**src/rtl/buffet_core.sv**
```systemverilog
// Buffet storage: a circular fill buffer with random-access reads relative to the oldest entry,
// shrink-based release, a single read-for-update lock and batched credit return.
module buffet_core #(
  parameter int DATA_WIDTH   = 32,
  parameter int IDX_WIDTH    = 4,
  parameter int CREDIT_BATCH = 4
) (
  input  logic                  clk,
  input  logic                  reset_i,
  input  logic [DATA_WIDTH-1:0] push_data_i,
  input  logic                  push_valid_i,
  output logic                  push_ready_o,
  input  logic [IDX_WIDTH-1:0]  read_idx_i,
  input  logic                  read_will_update_i,
  input  logic                  read_is_shrink_i,
  input  logic                  read_valid_i,
  output logic                  read_ready_o,
  output logic [DATA_WIDTH-1:0] read_data_o,
  output logic                  read_data_valid_o,
  input  logic                  read_data_ready_i,
  input  logic [IDX_WIDTH-1:0]  update_idx_i,
  input  logic [DATA_WIDTH-1:0] update_data_i,
  input  logic                  update_valid_i,
  output logic                  update_ready_o,
  output logic [IDX_WIDTH:0]    credit_o,
  output logic                  credit_valid_o,
  input  logic                  credit_ready_i,
  output logic [IDX_WIDTH:0]    occupancy_o,
  output logic                  err_o
);

  localparam int DEPTH = 1 << IDX_WIDTH;
  localparam logic [IDX_WIDTH:0] DEPTH_C = (IDX_WIDTH+1)'(DEPTH);
  localparam logic [IDX_WIDTH:0] BATCH_C = (IDX_WIDTH+1)'(CREDIT_BATCH);

  logic [DATA_WIDTH-1:0] mem [DEPTH];
  logic [IDX_WIDTH-1:0]  head, tail, lock_idx;
  logic [IDX_WIDTH-1:0]  rd_addr, up_addr;
  logic [IDX_WIDTH:0]    occupancy, accum, idx_ext, shrink_size;
  logic                  lock_valid, rdata_valid, err;
  logic                  out_free, read_ok, shrink_ok;
  logic                  push_acc, read_acc, shrink_acc, update_acc, credit_hs;

  assign idx_ext  = {1'b0, read_idx_i};
  assign rd_addr  = head + read_idx_i;
  assign up_addr  = head + update_idx_i;
  assign out_free = !rdata_valid || read_data_ready_i;

  // A read may not touch the locked entry, nor take a second lock while one is held.
  assign read_ok = (idx_ext < occupancy)
                && !(lock_valid && (read_idx_i == lock_idx))
                && !(read_will_update_i && lock_valid)
                && out_free;
  assign shrink_ok = !lock_valid && (idx_ext <= occupancy);

  assign push_ready_o   = (occupancy < DEPTH_C);
  assign read_ready_o   = read_is_shrink_i ? shrink_ok : read_ok;
  assign update_ready_o = lock_valid;

  assign push_acc    = push_valid_i && push_ready_o;
  assign read_acc    = read_valid_i && !read_is_shrink_i && read_ok;
  assign shrink_acc  = read_valid_i && read_is_shrink_i && shrink_ok;
  assign update_acc  = update_valid_i && lock_valid;
  assign shrink_size = shrink_acc ? idx_ext : '0;

  assign credit_valid_o = (accum >= BATCH_C) || ((accum != '0) && (occupancy == '0));
  assign credit_hs      = credit_valid_o && credit_ready_i;
  assign credit_o       = accum;

  assign occupancy_o       = occupancy;
  assign read_data_valid_o = rdata_valid;
  assign err_o             = err;

  always_ff @(posedge clk) begin
    if (reset_i) begin
      head        <= '0;
      tail        <= '0;
      occupancy   <= '0;
      accum       <= DEPTH_C;
      lock_valid  <= 1'b0;
      lock_idx    <= '0;
      rdata_valid <= 1'b0;
      err         <= 1'b0;
    end else begin
      if (push_acc)   tail <= tail + 1'b1;
      if (shrink_acc) head <= head + read_idx_i;
      occupancy <= occupancy + (IDX_WIDTH+1)'(push_acc) - shrink_size;
      // A shrink landing on a credit beat seeds the next accumulation instead of being lost.
      accum <= credit_hs ? shrink_size : accum + shrink_size;

      if (read_acc)               rdata_valid <= 1'b1;
      else if (read_data_ready_i) rdata_valid <= 1'b0;

      if (update_acc) begin
        lock_valid <= 1'b0;
        if (update_idx_i != lock_idx) err <= 1'b1;
      end
      if (read_acc && read_will_update_i) begin
        lock_valid <= 1'b1;
        lock_idx   <= read_idx_i;
      end
    end
  end

  // Storage and response data carry no reset.
  always_ff @(posedge clk) begin
    if (read_acc)   read_data_o   <= mem[rd_addr];
    if (push_acc)   mem[tail]     <= push_data_i;
    if (update_acc) mem[up_addr]  <= update_data_i;
  end

endmodule

```
**config.mk**
```make
export PLATFORM = sky130hd
export DESIGN_NAME = buffet_core
export DESIGN_NICKNAME = d
export VERILOG_FILES = /design/src/rtl/buffet_core.sv
export SDC_FILE = /design/constraint.sdc
export NUM_CORES = 1
export LEC_CHECK = 0
export CAP_MARGIN = 15
export CORE_ASPECT_RATIO = 0.9
export CORE_MARGIN = 2
export CORE_UTILIZATION = 28
export CTS_CLUSTER_DIAMETER = 60
export CTS_CLUSTER_SIZE = 28
export DETAILED_ROUTE_END_ITERATION = 12
export PLACE_DENSITY_LB_ADDON = 0.08
export SETUP_SLACK_MARGIN = 0.5
export SLEW_MARGIN = 20
export SYNTH_ARGS = -nofsm -noshare
export SYNTH_HDL_FRONTEND = slang
export SYNTH_SLANG_ARGS = --single-unit
export TNS_END_PERCENT = 100
```
**constraint.sdc**
```tcl
create_clock -name clk -period 7.9 [get_ports clk]
set_clock_uncertainty 0.2 [all_clocks]
set_input_delay 2.37 -clock clk [delete_from_list [all_inputs] [get_ports clk]]
set_output_delay 2.37 -clock clk [all_outputs]
set_load 0.01 [all_outputs]
```
=== Yosys cells after proc, flatten, opt, wreduce, memory -nomap -nowiden ===
Memory sizes are Yosys's and may differ from the RTL's. A register that Yosys moved wholly into a read port is not among the register bits.
Cells that the tools add are included.

* Bits in registers: 25
* Bits in writable memories: 512
* Input bits: 81
* Output and inout bits: 48
* Logic and storage cells: 59
* Memories kept: 1

{| class="wikitable"
|+ Memories
! name !! words !! bits a word !! read ports !! clocked after memory_dff !! write ports !! line !! RTL
|-
| mem || 16 || 32 || 1 || 1 || 2 || 36 || <nowiki>logic [DATA_WIDTH-1:0] mem [DEPTH];</nowiki>
|}

* Add/subtract/negate cells: 6
* $lt $le $gt $ge: 4
* Equal/unequal tests: 2
* Muxes and demuxes: 11
* Reduce and logical (&&, ||, !) cells: 27

{| class="wikitable"
|+ Operators by type and width
! operator !! number
|-
| logical AND 1 bit || 15
|-
| two-way mux 1 bit || 9
|-
| adder 4 bit || 2
|-
| adder 5 x 1 -> 5 bit || 1
|-
| adder 5 x 4 -> 5 bit || 1
|-
| greater-or-equal comparator 5 x 3 -> 1 bit, second input constant || 1
|-
| <= comparator 4 x 5 -> 1 bit || 1
|-
| logical NOT 1 bit || 5
|-
| logical NOT 5 bit || 1
|-
| < comparator 4 x 5 -> 1 bit || 1
|-
| < comparator 5 bit, second input constant || 1
|-
| two-way mux 5 bit || 1
|-
| nonzero test 5 bit || 1
|-
| subtractor 5 x 4 -> 5 bit || 1
|-
| adder 4 x 1 -> 4 bit, second input constant || 1
|-
| equality test 4 bit || 1
|-
| two-way mux 4 bit || 1
|-
| inequality test 4 bit || 1
|-
| nonzero test 2 bit || 2
|-
| logical OR 1 bit || 2
|-
| AND reduction 2 bit || 1
|}

=== Logic depth before layout (Yosys ltp) ===
* Word-level depth: 9
* Mapped depth: 15
* Depth with buffers taken out: 15

=== Worst setup path after synthesis ===
No wires, ideal clock.

* Path type: input port to flip-flop
* Start: input read_idx_i[2]
* End: register read_data_o[0], read port of mem (enable)
* Setup time: 0.468 ns
* Arrival time: 5.937 ns
* Path slack: 1.295 ns
* Cell stages on the path: 5
* Buffers on the path: 0
* Path through: ha_1 -> a21o_1 -> a211oi_1 -> o21ai_0 -> nor3b_1

* Word-level cells in the longest chain between the ends: 7
* Elaborated cells on any way between the ends: 9
* Those cells by class: add/sub: 1; order compare: 1; eq/ne: 1; reduce/logical: 6

{| class="wikitable"
|+ RTL lines
! element !! line !! RTL
|-
| start: declaration || 13 || <nowiki>input logic [IDX_WIDTH-1:0] read_idx_i,</nowiki>
|-
| branches (longest 3 deep; another with < comparator 4 x 5 -> 1 bit) || -- ||
|-
| logical AND 1 bit (*) || 51 || <nowiki>&& !(lock_valid && (read_idx_i == lock_idx))</nowiki>
|-
| logical AND 1 bit (*) || 52 || <nowiki>&& !(read_will_update_i && lock_valid)</nowiki>
|-
| logical AND 1 bit (*) || 53 || <nowiki>&& out_free;</nowiki>
|-
| logical AND 1 bit (*) || 61 || <nowiki>assign read_acc = read_valid_i && !read_is_shrink_i && read_ok;</nowiki>
|-
| via read_acc || 42 || <nowiki>logic push_acc, read_acc, shrink_acc, update_acc, credit_hs;</nowiki>
|-
| end: declaration || 18 || <nowiki>output logic [DATA_WIDTH-1:0] read_data_o,</nowiki>
|}

Mark *: on every way through the listed nets, which the timed path passes.
A chain may end at the register's enable or synchronous reset.

=== Worst setup path in the final report ===
* Start: input read_idx_i[3]
* End: output read_ready_o

* Word-level cells in the longest chain between the ends: 7
* Elaborated cells on any way between the ends: 10
* Those cells by class: order compare: 2; eq/ne: 1; mux: 1; reduce/logical: 6

{| class="wikitable"
|+ RTL lines
! element !! line !! RTL
|-
| branches (longest 6 deep; another with < comparator 4 x 5 -> 1 bit) || -- ||
|-
| two-way mux 1 bit (*) || 57 || <nowiki>assign read_ready_o = read_is_shrink_i ? shrink_ok : read_ok;</nowiki>
|-
| end: declaration || 17 || <nowiki>output logic read_ready_o,</nowiki>
|}

Every way passes the cells marked *.

==> out/metrics.cfg <==
[grt]
gr-usage-met1_pct=24.07
grt_pass1_wl_um=131400
grt_use_total_pct=17.12
grt_pass1_vias=17090
overflow=0
busiest_layer=met2
grt_max_degree=66
grtUsageMet2_pct=27.66
antenna_found_initial=3
use_met3_pct=2.199

[setup_path]
critical_path.cell_chain=clkdlybuf4s50_1, ha_1, and4b_1, a211oi_2, buf_4, o21ai_0, o22ai_1, dlygate4sd2_1
arrival_ns=4.54
slowest_delay_ns=0.47
rr_worst_depth=8
worst-setup-path-type=in -> out
worst_setup_path_start_kind=primary input
cp_slowest_cell=clkdlybuf4s50_1
crit_path_end_kind=output port
required_ns=5.33
path_buf_inv=3
critPathTopFamily=buffers and inverters
path_depth=8
worst-path-max-fanout=6

[sta]
finalSetupViolCount=0
tightest_slew_ns=1.130
setup-tns-final_ns=0
maxSlewViolCount=0
hold_violations=0
relSlewSlack_pct=24.40
final.period_utilization_pct=90.02
whs_ns=0.2725
period_needed_ns=7.111
rsz0062_at_grt=false
clock.fmax_mhz=140.6

[clocking]
clock_latency_ns=0.67
cts_buffer_depth=3
cts_max_level=2
cts-root-buf=clkbuf_16
cts_resized=2
clkTransAtPathRegs_ns=0.06
cts_sinks=569
cts_tree=built
postCtsSetupRepairBufs=0
cts_buffers=58
cts_hold_buffers=0

[placed_design]
placed_cells=3082
gp_congestion=0.7285
portBuffers=128
place_hpwl_um=53280
placed_area_um2=32190

[cells_and_area]
fill_cells=10020
final_cells=3193
final_common_cell=edfxtp_1
layout-drive-gt1-share_pct=41.44
postLayoutCellArea_um2=34220
nets=1885
post-route-util_pct=32.99
mostFrequentLayoutCells=edfxtp_1 (544), mux2_2 (394), mux4_2 (128), clkdlybuf4s50_1 (127), mux2i_1 (103)
area_growth_pct=16.90

[synth]
avgSynthCellArea_um2=17.31
synth_seq_area_share_pct=57.52
yosysWarnings=0
synthCells=1691
synthFlopType=edfxtp_1
synthesis.area_um2=29270
ys_seq_elements=569
synth_edf_count=544
ys_async_sr_fraction_pct=0
syn-num-nets=1802
synth.distinct_cells=52

[hold_path]
holdPathStages=2
hp-class=reg -> reg

[power]
ir_worst_vdd_mv=0.1847
power.share.sequential_pct=43.5
p_leak_nw=11.34
p_sw_share_pct=28.92
powerDensity_nw_per_um2=237.4
p_sw_mw=2.349
share_comb_of_total_power_pct=19.9
p_clk_share_pct=36.7
p_int_mw=5.772

[job]
max-cap-violations=0

[detailed_routing]
drt_iter0_markers=1038
ant_nets=0
drc=0
postRouteWirelength_um=91100
wl_per_cell_um=28.53
route.vias.total=15730
drt_first_pass_iters=6
via_per_inst=4.926

[die]
fp.coreArea_um2=103700
num_rows=112
die_area_um2=107100
die_w_um=344.8
ioPinCount=129
initial_core_util_pct=28.23
die_h_um=310.7

[status]
status=finished clean

metrics by stage:
stage	total power [mW]	setup slack, ns
6_report	8.121	0.7888
5_1_grt	8.479	0.6596
4_1_cts	8.276	0.7356
3_5_place_dp	5.252	0.3712
3_3_place_gp	5.250	0.3100
2_1_floorplan	4.588	1.295
cell type report:
class | count | area, um^2 | area share, %
Tap cell | 1368 | 1712 | 5.003
Multi-Input combinational cell | 945 | 11750 | 34.33
Sequential cell | 569 | 16840 | 49.21
Timing Repair Buffer | 183 | 1833 | 5.357
Inverter | 17 | 63.81 | 0.1865
Clock inverter | 49 | 561.8 | 1.642
Antenna cell | 3 | 7.507 | 0.02194
Clock buffer | 59 | 1455 | 4.253
power by group through the flow:
stage | Sequential [mW] | Combinational, mW | Clock [mW]
6_report | 3.53 | 1.61 | 2.98
4_1_cts | 3.53 | 1.66 | 3.08
2_1_floorplan | 3.60 | 0.989 | 0
3_5_place_dp | 3.60 | 1.65 | 0
5_1_grt | 3.54 | 1.75 | 3.18
3_3_place_gp | 3.60 | 1.65 | 0
cells by family after synthesis:
| logic type | synth area share, % |
|---|---|
| AOI/OAI and AO/OA | 2.227 |
| muxes | 33.42 |
| xor gates and xnor gates | 0.6541 |
| buffers and inverters | 3.424 |
| adders and majority gates | 1.385 |
| and+or+nand+nor | 1.372 |
| DFF | 57.52 |
sequential cells by signal (all words and copies together) (netlist names):
register and cells:
credit_o 5, err_o 1, head 4, lock_idx 4, mem 512, occupancy_o 5
read_data_o 32, read_data_valid_o 1, tail 4, update_ready_o 1
final timing paths:
check	startpoint	end	slack, ns
max	read_idx_i[3]	read_ready_o	0.79
max reg2reg	head[0]	mem[9][17]	3.82
min reg2reg	err_o	err_o	0.27
min	err_o	err_o	0.27
cells in the mapped netlist (14+ instances only):
library cell	count	area, um^2
dfxtp_1	25	500.5
mux2_2	394	4437
buf_2	15	75.07
mux4_2	128	2883
nand2_1	22	82.58
inv_1	17	63.81
o21ai_0	20	100.1
mux2_4	24	360.4
mux2_1	95	1070
mux2i_1	103	1031
nor2_1	14	52.55
ha_1	26	325.3
buf_6	36	405.4
edfxtp_1	544	16340
clkbuf_1	95	356.6
routing by layer:
layer	part of all wire, %	routed length [um]
met2	47	43260
met3	3.0	2721
met5	0	0
met1	47	42740
met4	2.6	2374
worst min-delay path, cell delays in order, from the launching register on:
cell,delay (ns)
dfxtp_1,0.33
a31oi_1,0.04
nor2_1,0.07
(Power assumes the default switching activity.)
